==> config.mk <==
export PLATFORM = sky130hd
export DESIGN_NAME = qua3_ram_reader
export DESIGN_NICKNAME = d
export VERILOG_FILES = /design/src/rtl/qua3_ram_reader.sv
export SDC_FILE = /design/constraint.sdc
export NUM_CORES = 1
export LEC_CHECK = 0
export ABC_AREA = 1
export BUFFER_PORTS_ARGS = -buffer_cell sky130_fd_sc_hd__buf_2
export CAP_MARGIN = 20
export CORE_ASPECT_RATIO = 0.75
export CORE_MARGIN = 2
export CORE_UTILIZATION = 30
export DETAILED_ROUTE_END_ITERATION = 10
export PLACE_DENSITY = 0.61
export SLEW_MARGIN = 5
export SYNTH_ARGS = -nofsm -noshare
export SYNTH_HDL_FRONTEND = slang
export SYNTH_SLANG_ARGS = --single-unit
export TNS_END_PERCENT = 5
==> constraint.sdc <==
create_clock -name clk -period 3.8 [get_ports clk]
set_clock_uncertainty 0.1 [all_clocks]
set_input_delay 0 -clock clk [delete_from_list [all_inputs] [get_ports clk]]
set_output_delay 0 -clock clk [all_outputs]
set_load 0.02 [all_outputs]
==> src/rtl/qua3_ram_reader.sv <==
// qua3_ram_reader
//   Scans a run of words from a 16x8 synchronous-read RAM, decodes each
//   excess-3 byte back to a binary digit and presents it on a valid/ready
//   stream together with the source address and an error flag.
//   Each word takes three states: REQ (issue the read), CAP (latch and decode
//   the registered RAM data) and OUT (hold the result until the handshake).
//   Optional feature: define QUA3_RD_ERRCNT_EN to add the err_cnt output, a
//   count of accepted words that carried an illegal code.
module qua3_ram_reader #(
    parameter int         ADDR_W  = 4,
    parameter logic [3:0] ERR_VAL = 4'hF
) (
    input  logic              clk,
    input  logic              rst,
    input  logic              start,
    input  logic [ADDR_W-1:0] base_addr,
    input  logic [ADDR_W-1:0] len,
    output logic              busy,
    output logic              done,
    output logic [ADDR_W-1:0] ram_addr,
    output logic              ram_cs,
    output logic              ram_we,
    input  logic [7:0]        ram_dout,
    output logic [3:0]        dout,
    output logic              dout_err,
    output logic [ADDR_W-1:0] dout_addr,
    output logic              dout_valid,
    input  logic              dout_ready
`ifdef QUA3_RD_ERRCNT_EN
    ,
    output logic [ADDR_W:0]   err_cnt
`endif
);

    typedef enum logic [2:0] {
        ST_IDLE = 3'd0,
        ST_REQ  = 3'd1,
        ST_CAP  = 3'd2,
        ST_OUT  = 3'd3,
        ST_DONE = 3'd4
    } state_t;

    state_t            state_q, state_d;
    logic [ADDR_W-1:0] ptr_q, ptr_d;
    logic [ADDR_W-1:0] remaining_q, remaining_d;
    logic [3:0]        dout_q, dout_d;
    logic              dout_err_q, dout_err_d;
    logic [ADDR_W-1:0] dout_addr_q, dout_addr_d;
    logic [3:0]        dec_val;
    logic              dec_err;
    logic              start_acc;
    logic              word_acc;
`ifdef QUA3_RD_ERRCNT_EN
    logic [ADDR_W:0]   err_cnt_q, err_cnt_d;
`endif

    assign start_acc = (state_q == ST_IDLE) && start;
    assign word_acc  = (state_q == ST_OUT) && dout_ready;

    // State register plus all datapath flops; rst overrides every other update.
    always_ff @(posedge clk) begin
        if (rst) begin
            state_q     <= ST_IDLE;
            ptr_q       <= '0;
            remaining_q <= '0;
            dout_q      <= '0;
            dout_err_q  <= 1'b0;
            dout_addr_q <= '0;
`ifdef QUA3_RD_ERRCNT_EN
            err_cnt_q   <= '0;
`endif
        end else begin
            state_q     <= state_d;
            ptr_q       <= ptr_d;
            remaining_q <= remaining_d;
            dout_q      <= dout_d;
            dout_err_q  <= dout_err_d;
            dout_addr_q <= dout_addr_d;
`ifdef QUA3_RD_ERRCNT_EN
            err_cnt_q   <= err_cnt_d;
`endif
        end
    end

    // Next-state logic: one read per word, stall in OUT until accepted.
    always_comb begin
        state_d = state_q;
        case (state_q)
            ST_IDLE: if (start) state_d = ST_REQ;
            ST_REQ:  state_d = ST_CAP;
            ST_CAP:  state_d = ST_OUT;
            ST_OUT: begin
                if (dout_ready) begin
                    state_d = (remaining_q == '0) ? ST_DONE : ST_REQ;
                end
            end
            ST_DONE: state_d = ST_IDLE;
            default: state_d = ST_IDLE;
        endcase
    end

    // Moore outputs decoded from the current state; the port is read-only.
    always_comb begin
        busy       = (state_q != ST_IDLE);
        done       = (state_q == ST_DONE);
        ram_cs     = (state_q == ST_REQ);
        ram_we     = 1'b0;
        ram_addr   = ptr_q;
        dout_valid = (state_q == ST_OUT);
        dout       = dout_q;
        dout_err   = dout_err_q;
        dout_addr  = dout_addr_q;
    end

    // Excess-3 decode; an unknown bit fails the comparison and lands on the error path.
    always_comb begin
        dec_val = ERR_VAL;
        dec_err = 1'b1;
        if ((ram_dout[7:4] == 4'd0) && (ram_dout[3:0] >= 4'd3) && (ram_dout[3:0] <= 4'd12)) begin
            dec_val = ram_dout[3:0] - 4'd3;
            dec_err = 1'b0;
        end
    end

    // Datapath updates: capture on start, latch decode in CAP, advance on accept.
    always_comb begin
        ptr_d       = ptr_q;
        remaining_d = remaining_q;
        dout_d      = dout_q;
        dout_err_d  = dout_err_q;
        dout_addr_d = dout_addr_q;
        if (start_acc) begin
            ptr_d       = base_addr;
            remaining_d = len;
        end
        if (state_q == ST_CAP) begin
            dout_d      = dec_val;
            dout_err_d  = dec_err;
            dout_addr_d = ptr_q;
        end
        if (word_acc && (remaining_q != '0)) begin
            ptr_d       = ptr_q + ADDR_W'(1);
            remaining_d = remaining_q - ADDR_W'(1);
        end
    end

`ifdef QUA3_RD_ERRCNT_EN
    // Error counter: cleared per scan, bumped for each accepted illegal word.
    always_comb begin
        err_cnt_d = err_cnt_q;
        if (start_acc) begin
            err_cnt_d = '0;
        end else if (word_acc && dout_err_q) begin
            err_cnt_d = err_cnt_q + (ADDR_W+1)'(1);
        end
    end

    assign err_cnt = err_cnt_q;
`endif

endmodule
After elaboration in Yosys (flattened, before gate mapping)
Index checks and enable logic that the tools add are counted.
Word-level totals
  register bits after elaboration: 20
  bits of input ports: 20
Operators by class
  reduce and logical (&&, ||, !) cells: 12
  $add $sub $neg: 3
  $lt $le $gt $ge: 2
  equality and inequality tests: 6
  multiplexer cells: 10
Operators with widths (number)
  $mux 4: 5
  $pmux 3 s4: 1
  $mux 3: 3
  $logic_not 4->1: 2
  $eq 3x2->1 const B: 2
  $logic_and 1x1->1: 5
  $add 4x1->4 const B: 1
  $ge 4x2->1 const B: 1
  $le 4x4->1 const B: 1
  $reduce_bool 4->1: 1
  $sub 4x1->4 const B: 1
  $sub 4x2->4 const B: 1
  $eq 3x1->1 const B: 1
  $eq 3x3->1 const B: 1
  $logic_not 3->1: 1
  $reduce_bool 3->1: 1
  $ne 2x1->1 const B: 1
  $ne 2x2->1 const B: 1
  $reduce_and 2->1: 1
  $reduce_bool 2->1: 1
  $mux 1: 1

Depth between registers and ports, before layout
Gate-level depths: netlist of run 1.
  word-level depth: 4
  gate-level depth with buffers: 9
  gate-level depth less buffers: 9

Worst setup path before layout of run 1
No wires, ideal clock.
  path type: register -> register
  from: register remaining_q[1]
  to: register remaining_q[1]
  library setup time: 109 ps
  path buffers: 1
  slack: 2451 ps
  cell stages (with the launch flop): 10
  arrival: 1140 ps
  cell sequence: dfxtp_1 -> inv_1 -> ha_1 -> nand3_4 -> nand3_4 -> buf_6 -> nand3_2 -> nand3_1 -> nand2_1 -> inv_1
On the way
  longest elaborated chain between the ends: 3
  elaborated cells between the ends (all ways): 5
  those cells by class: add/sub: 1; mux: 1; reduce/logical: 3
Ends and longest elaborated chain
  start: declaration: line 45  | logic [ADDR_W-1:0] remaining_q, remaining_d;
  start signal: assignment: line 75  | remaining_q <= remaining_d;
  parallel branches: the longest is 3 deep, another holds $sub 4x1->4
Several ways; the timed one is not identified.
A chain may end at the register's enable or synchronous reset.

Worst setup path in the final report of run 1
  from: register remaining_q[0]
  to: register remaining_q[3]
The elaborated chain is that of the path after synthesis.

==> results of run 1 <==
==> through the flow <==
| step | util, % | instance area [sq um] |
|---|---|---|
| 6_report | 41.5 | 1520 |
| 5_1_grt | 41.5 | 1520 |
| 4_1_cts | 41.5 | 1520 |
| 3_5_place_dp | 37.1 | 1360 |
| 3_3_place_gp | 37.1 | 1360 |
| 2_1_floorplan | - | 1140 |
==> repair_timing <==
action	CTS	global route
endpoints found under the hold margin	12	0
hold buffers	9	0
resized for setup	0	0
==> cell usage after synthesis, types with 3 or more instances <==
library cell and n:
nor2_1 23, nand3_1 11, o21ai_0 9, nand2_1 23, inv_1 24, ha_1 4
a21oi_1 7, o21ai_1 7, dfxtp_1 20, xnor2_1 3, nand4_1 3
==> power groups by stage <==
stage	clock network, mW	logic (mW)	registers, mW
6_report	0.212	0.398	0.309
5_1_grt	0.224	0.453	0.317
4_1_cts	0.217	0.404	0.310
3_5_place_dp	0	0.394	0.315
3_3_place_gp	0	0.396	0.314
2_1_floorplan	0	0.248	0.355
==> state kept, by name, indices dropped and copies added, names as in the netlist <==
name	flops
state_q	3
dout	4
dout_err	1
dout_addr	4
ram_addr	4
remaining_q	4
==> logic make-up after synthesis <==
group,after synthesis,share of synthesized area [%]
other,1,0.329
AOI/OAI and AO/OA,29,14.3
adders and majority gates,4,4.39
buffers and inverters,30,11.0
xor gates and xnor gates,5,3.84
DFF,20,35.1
and+or+nand+nor,71,31.1
==> layout make-up <==
class                           count  area share [%]
Sequential cell                    20            26.3
Tap cell                           52            4.28
Timing Repair Buffer               45            17.8
Multi-Input combinational cell    110            40.5
Clock inverter                      1            1.98
Inverter                           26            6.42
Clock buffer                        3            2.72
==> path summary, 6_finish.rpt <==
check | end | depth (start not counted) | slack, ps | from
max | remaining_q[3] | 7 | 2310 | remaining_q[0]
min | dout[2] | 4 | 9 | ram_dout[2]
max reg2reg | remaining_q[3] | 7 | 2310 | remaining_q[0]
min reg2reg | dout_addr[2] | 2 | 380 | dout_addr[2]
==> layer usage <==
metal	track usage (%)	part of all wire [%]
met1	18.3	51
met3	4.95	6.5
met2	18.9	42
met4	2.26	0.60
met5	0	0
==> worst reg2reg max path, delay by kind of cell, from the launching register on <==
family | cells | cell delay [ps]
AND/OR/NAND/NOR | 4 | 460
flip-flops | 1 | 300
adder cells (fa/ha/maj) | 1 | 240
AO/OA/AOI/OAI | 1 | 170
buffers and inverters | 1 | 110
==> reports/metrics.cfg, run 1 <==
[die]
io_pins=38
num_rows=19
dieArea_sq_um=4320
coreArea_sq_um=3660
die_y_um=57.4
initial_utilization_pct=31.2
die_x_um=75.2

[synthesis]
synth_top_cell_area_share_pct=35.1
syn-cell-area_sq_um=1140
avgSynthCellArea_sq_um=7.13
synth_seq_cells=20
synthCells=160
synth_edf_count=0
synth_area_leaders=dfxtp_1 (35%), inv_1 (7.9%), nand2_1 (7.6%)
synth-seq-area-share_pct=35.1
synth-async-reset-ratio_pct=0
yosys.area.top_type=dfxtp_1
synth_warnings=0
ys.flop_type=dfxtp_1
synth_fp_nets=184
ys_types=29

[timing]
finalCriticalPeriod_ps=1490
hold_viol_final=0
hold_slack_ps=8.65
fin_crit_sh_pct=39.1
rsz0062_at_grt=false
fin_setup_tns_ps=0
fin_ws_ps=2310
max_freq_mhz=672
setup_viol=0
maxSlewViolCount=0

[clocking]
insertion_delay_ps=260
cts.clk_slew.worst_paths_ps=80
cts_sinks=20
cts_buffers=3
htree_levels=1
cts_tree=yes
cts_setup_buffers=0
cts_buffer_depth=2
cts.root.buffer_cell=clkbuf_8

[setup_path]
cp_cell_sequence=inv_1, ha_1, nand3_4, nand3_4, nand2_1, o21ai_0, nor2_1
worst-path-buf-inv=1
critical_path_peak_fanout=12
cp_common_cell=nand3_4
crit_type=flop to flop
cpPeakStageDelay_ps=300
startpoint_type=flop
cp_data_required_time_ps=3860
arrival_ps=1540
worst_path_dominant_cell_family=simple AND/OR/NAND/NOR gates
critPathSlowestCell=dfxtp_1
critPathCaptureType=flop

[cells_and_area]
antenna_cells=0
layout_common_cells=buf_2 (36), inv_1 (24), nand2_1 (23), nor2_1 (23), dfxtp_1 (20)
stdcell_count=257
final_common_cell=buf_2
seqCellArea_sq_um=400
multi_input_comb_area_sq_um=616
area_growth_pct=33.2
nNetsFinal=230
fill_cells=412
drive_gt1_share_pct=26.3

[power]
clockPowerShare_pct=23.0
p_leak_nw=0.779
power_frac_comb_pct=43.4
p_seq_share_pct=33.6
switchingPower_uw=369
totalPowerFinal_uw=919
powerDensity_nw_per_um2=604
ir_drop_mv=0.311
internal_power_uw=550
sw_frac_of_total_pct=40.1

[place]
place_ws_ps=2310
port-buffer-count=36
place_congestion=0.735
placedCellCount=244
dp_hpwl_um=1950

[detailed_routing]
drt-total-wl_um=2510
wl_per_cell_um=9.76
viasPerCell=4.29
dr_total_vias=1103
dr.first_iter.drc_count=45
drc=0
ant_nets=0
drt_pass1_iterations=4

[run]
max_cap_violations=0

[global_routing]
grt-ovfl-total=0
grt_pass1_wl_um=4310
track_usage_pct=12.9
antenna_found_initial=0
grt_max_degree=13
grt_pass1_vias=993

[hold_path]
min_path_type=input port to flop

[outcome]
status=completed

(Power assumes the default switching activity.)
==> run 2, diff against run 1 <==
--- a/config.mk
+++ b/config.mk
@@ -5,14 +5,14 @@
 export SDC_FILE = /design/constraint.sdc
 export NUM_CORES = 1
 export LEC_CHECK = 0
-export ABC_AREA = 1
+export ABC_AREA = 0
 export BUFFER_PORTS_ARGS = -buffer_cell sky130_fd_sc_hd__buf_2
 export CAP_MARGIN = 20
 export CORE_ASPECT_RATIO = 0.75
 export CORE_MARGIN = 2
 export CORE_UTILIZATION = 30
 export DETAILED_ROUTE_END_ITERATION = 10
-export PLACE_DENSITY = 0.61
+export PLACE_DENSITY = 0.62
 export SLEW_MARGIN = 5
 export SYNTH_ARGS = -nofsm -noshare
 export SYNTH_HDL_FRONTEND = slang
==> constraint.sdc (replaced) <==
create_clock -name clk -period 1.4 [get_ports clk]
set_clock_uncertainty 0.1 [all_clocks]
set_input_delay 0 -clock clk [delete_from_list [all_inputs] [get_ports clk]]
set_output_delay 0 -clock clk [all_outputs]
set_load 0.02 [all_outputs]
==> reports/metrics.cfg, run 2 <==
[timing]
fin_crit_sh_pct=111
rsz0062_at_grt=true
fin_setup_tns_ps=-997
hold_viol_final=0
fin_ws_ps=-153
max_freq_mhz=644
setup_viol=9
hold_slack_ps=16.8
finalCriticalPeriod_ps=1550
maxSlewViolCount=0

[power]
sw_frac_of_total_pct=29.7
p_leak_nw=0.706
power_frac_comb_pct=30.6
internal_power_mw=1.12
switchingPower_uw=471
powerDensity_nw_per_um2=1010
clockPowerShare_pct=27.9
ir_drop_mv=0.429
p_seq_share_pct=41.6

[cells_and_area]
layout_common_cells=buf_2 (36), dfxtp_1 (15), nor2_1 (13), buf_4 (13), dlygate4sd3_1 (10)
stdcell_count=215
final_common_cell=buf_2
fill_cells=336
nNetsFinal=200
drive_gt1_share_pct=45.7
antenna_cells=0
area_growth_pct=47.2

[die]
die_x_um=72.9
dieArea_sq_um=4060
io_pins=38
num_rows=18
die_y_um=55.7
coreArea_sq_um=3360
initial_utilization_pct=31.8

[synthesis]
synthCells=118
avgSynthCellArea_sq_um=9.06
synth_fp_nets=142
ys_types=38
synth_area_leaders=dfxtp_1 (37%), nor2_1 (4.9%), ha_1 (4.7%)
synth.most_common_cell=dfxtp_1
syn-cell-area_sq_um=1070
synth_seq_cells=20
synth-async-reset-ratio_pct=0
yosys.area.top_type=dfxtp_1
synth_edf_count=0
synth_top_cell_area_share_pct=37.5
synth-seq-area-share_pct=37.5
ys.flop_type=dfxtp_1
ys_top_cells_by_count=dfxtp_1 (20), nor2_1 (14), a21oi_1 (9), nand2_1 (7), inv_1 (6)
synth_warnings=0

[clocking]
cts_sinks=20
cts_buffer_depth=2
cts_buffers=3
cts.root.buffer_cell=clkbuf_8
cts_tree=yes
cts.clk_slew.worst_paths_ps=80
htree_levels=1
insertion_delay_ps=260
cts_setup_buffers=0

[global_routing]
grt_pass1_vias=844
use_met1_pct=18.5
grt-ovfl-total=0
antenna_found_initial=0
track_usage_pct=12.9
grt_max_degree=23
grt_pass1_wl_um=4130
grtUsageMet2_pct=17.7
grt_busiest_layer=met1
met3_usage_pct=3.26

[setup_path]
worst-path-buf-inv=1
r2r_start=remaining_q[1]
critPathCaptureType=flop
arrival_ps=1590
r2r_slack_ps=-150
worst_path_dominant_cell_family=simple AND/OR/NAND/NOR gates
cp_cell_sequence=inv_2, ha_4, or3b_4, nand2_2, a2bb2oi_1, a21oi_2
cp_data_required_time_ps=1440
startpoint=remaining_q[1]
critical_path_peak_fanout=4
startpoint_type=flop
crit_type=flop to flop
reg2reg_to=ram_addr[0]
critPathSlowestCell=or3b_4
cp.depth=6
cpPeakStageDelay_ps=420
endpoint=ram_addr[0]
reg2regPathDepth=6

[place]
placedCellCount=201
port-buffer-count=36
place_ws_ps=-138
dp_hpwl_um=1820
place_congestion=0.741

[run]
max_cap_violations=0

[outcome]
status=finished, violations left
violations=setup timing

[detailed_routing]
viasPerCell=4.71
dr_total_vias=1013
drt_pass1_iterations=4
ant_nets=0
drt-total-wl_um=2540
dr.first_iter.drc_count=48
drc=0
wl_per_cell_um=11.8

[hold_path]
min_path_type=input port to flop

## run 2: changes by cell type after synthesis, sizes merged, moves of 3 or more
cell / delta
nand2: -16
nor2: -11
nand4: -3
mux2i: +4
o21ai: -17
nor3: +4
buf: +4
a22oi: +3
nand3: -12
nor3b: +4
a211oi: +4
inv: -20
a2bb2oi: +4
## run 2: final cells by class
cell class	instances	area, sq um	area share (%)
timing repair buffer	61	409	26.0
inverter	6	22.5	1.43
clock buffer	4	55.1	3.50
sequential	20	409	26.0
multi-input combinational	84	627	39.9
tap	40	50.0	3.18
## run 2: per-stage QoR
| stage | power (mW) | utilization (%) | area, sq um |
|---|---|---|---|
| 2_1_floorplan | 0.953 | - | 1090 |
| 3_3_place_gp | 1.11 | 41.1 | 1380 |
| 4_1_cts | 1.59 | 46.1 | 1550 |
| 3_5_place_dp | 1.12 | 41.1 | 1380 |
| 6_report | 1.59 | 46.9 | 1570 |
| 5_1_grt | 1.69 | 46.9 | 1570 |
## run 2: repair_timing
item                                    in CTS  in global routing
hold endpoints to repair                    10                  0
pin swaps                                    5                  2
endpoints found under the setup margin      17                 18
hold buffers                                10                  0
resized for setup                            5                  7
## run 2: cell families (layout without fill, tap and decap cells)
kind of cell    count (synthesis)  in the layout  synth area share, %
simple gates                   45             45                 25.4
xor+xnor                        2              2                 1.64
fa+ha+maj                       4              4                 4.68
compound gates                 28             28                 18.7
mux                             4              4                 3.75
buf+inv                        14             71                 7.96
other cells                     1              1                0.351
flops                          20             20                 37.5
## run 2: how the worst min path moves through the flow
stage,slack [ps],to,start,cells past startpoint
finish,20,remaining_q[3],len[3],4
floorplan,-4,dout[0],ram_dout[0],1
CTS,10,dout[2],ram_dout[2],3
global route,30,dout[2],ram_dout[2],3
global placement,140,dout[0],ram_dout[0],2
detailed placement,140,dout[0],ram_dout[0],2
## run 2: worst reg2reg max path: stages (launching register included)
cell,delay (ps)
dfxtp_2,330
inv_2,70
ha_4,140
or3b_4,420
nand2_2,100
a2bb2oi_1,200
a21oi_2,70
## run 2: routing by layer
layer / routed length (um) / part of all wire (%)
met5: 0 / 0
met3: 113 / 4.4
met4: 50 / 2.0
met1: 1290 / 51
met2: 1090 / 43
## run 2: power groups by stage
stage,sequential [mW],clock [mW],combinational [mW]
after detailed placement,0.669,0,0.447
after floorplan,0.692,0,0.261
after global placement,0.667,0,0.441
after global routing,0.667,0.495,0.527
final,0.660,0.442,0.485
after CTS,0.658,0.463,0.474
==> run 3, diff against run 2 <==
--- a/config.mk
+++ b/config.mk
@@ -12,6 +12,7 @@
 export CORE_MARGIN = 2
 export CORE_UTILIZATION = 30
 export DETAILED_ROUTE_END_ITERATION = 10
+export MAX_ROUTING_LAYER = met4
 export PLACE_DENSITY = 0.62
 export SLEW_MARGIN = 5
 export SYNTH_ARGS = -nofsm -noshare
==> reports/metrics.cfg, run 3 (synthesized netlist as in run 2, its figures left out) <==
[outcome]
status=finished, violations left
violations=setup timing

[clocking]
cts_sinks=20
insertion_delay_ps=260
cts_tree=yes
cts_buffers=3
cts.root.buffer_cell=clkbuf_8
cts_setup_buffers=0
cts_buffer_depth=2
htree_levels=1
cts.clk_slew.worst_paths_ps=80

[setup_path]
worst-path-buf-inv=1
arrival_ps=1590
critical_path_peak_fanout=4
crit_type=flop to flop
startpoint_type=flop
cp_cell_sequence=inv_2, ha_4, or3b_4, nand2_2, a2bb2oi_1, a21oi_2
cp_data_required_time_ps=1440
cpPeakStageDelay_ps=420
critPathSlowestCell=or3b_4
critPathCaptureType=flop
worst_path_dominant_cell_family=simple AND/OR/NAND/NOR gates

[timing]
maxSlewViolCount=0
hold_viol_final=0
hold_slack_ps=16.9
setup_viol=9
max_freq_mhz=644
rsz0062_at_grt=true
fin_ws_ps=-153
fin_crit_sh_pct=111
finalCriticalPeriod_ps=1550
fin_setup_tns_ps=-997

[detailed_routing]
drc=0
wl_per_cell_um=11.8
dr.first_iter.drc_count=48
drt_pass1_iterations=4
drt-total-wl_um=2540
dr_total_vias=1013
viasPerCell=4.71
ant_nets=0

[hold_path]
min_path_type=input port to flop

[die]
die_y_um=55.7
io_pins=38
dieArea_sq_um=4060
die_x_um=72.9
initial_utilization_pct=31.8
coreArea_sq_um=3360
num_rows=18

[run]
max_cap_violations=0

[cells_and_area]
area_growth_pct=47.2
drive_gt1_share_pct=45.7
layout_common_cells=buf_2 (36), dfxtp_1 (15), nor2_1 (13), buf_4 (13), dlygate4sd3_1 (10)
stdcell_count=215
final_common_cell=buf_2
antenna_cells=0
seqCellArea_sq_um=409
fill_cells=336
nNetsFinal=200
multi_input_comb_area_sq_um=627

[power]
ir_drop_mv=0.429
powerDensity_nw_per_um2=1010
p_leak_nw=0.706

[place]
place_ws_ps=-138
place_congestion=0.750
port-buffer-count=36
dp_hpwl_um=1820
placedCellCount=201

[global_routing]
grt-ovfl-total=0
track_usage_pct=13.3
antenna_found_initial=0
grt_pass1_wl_um=4120
grt_max_degree=23
grt_pass1_vias=844

==> run 3: power by group <==
part	total [mW]	leakage [nW]	switching [mW]	internal [mW]
registers	0.660	0.166	0.0418	0.618
logic	0.485	0.512	0.237	0.248
clock network	0.442	0.0288	0.192	0.250
==> run 3: per-stage QoR <==
step           power [mW]  instance area (sq um)  utilization (%)
4_1_cts              1.59                   1550             46.1
2_1_floorplan       0.953                   1090                -
5_1_grt              1.69                   1570             46.9
3_5_place_dp         1.12                   1380             41.1
3_3_place_gp         1.11                   1380             41.1
6_report             1.59                   1570             46.9
==> run 3: timing repair <==
action	in CTS	in global routing
cloned	0	0
pin swaps	5	2
endpoints found under the setup margin	17	18
endpoints found under the hold margin	10	0
gates resized for setup	5	7
hold buffers	10	0
==> run 3: path summary, 6_finish.rpt <==
check / start / endpoint / slack [ps] / depth (start not counted)
worst max-delay path: remaining_q[1] / ram_addr[0] / -150 / 6
worst max register to register: remaining_q[1] / ram_addr[0] / -150 / 6
worst min register to register: remaining_q[1] / remaining_q[1] / 370 / 2
worst min-delay path: len[3] / remaining_q[3] / 20 / 4
==> run 3: area by class of cell <==
cell class                      count  area share [%]
Clock buffer                        4            3.50
Inverter                            6            1.43
Multi-Input combinational cell     84            39.9
Sequential cell                    20            26.0
Tap cell                           40            3.18
Timing Repair Buffer               61            26.0
==> run 3: layer usage <==
layer	share of wire [%]	wire length, um	GRT usage, %
met1	51	1290	18.6
met2	43	1090	17.7
met3	4.3	110	3.08
met4	2.0	51	6.35
met5	0	0	-
==> run 3: tightest hold or removal path: cells and delay by family <==
kind / cells / cell delay [ps]
AO/OA/AOI/OAI: 2 / 200
AND/OR/NAND/NOR: 1 / 40
buffers and inverters: 1 / 100
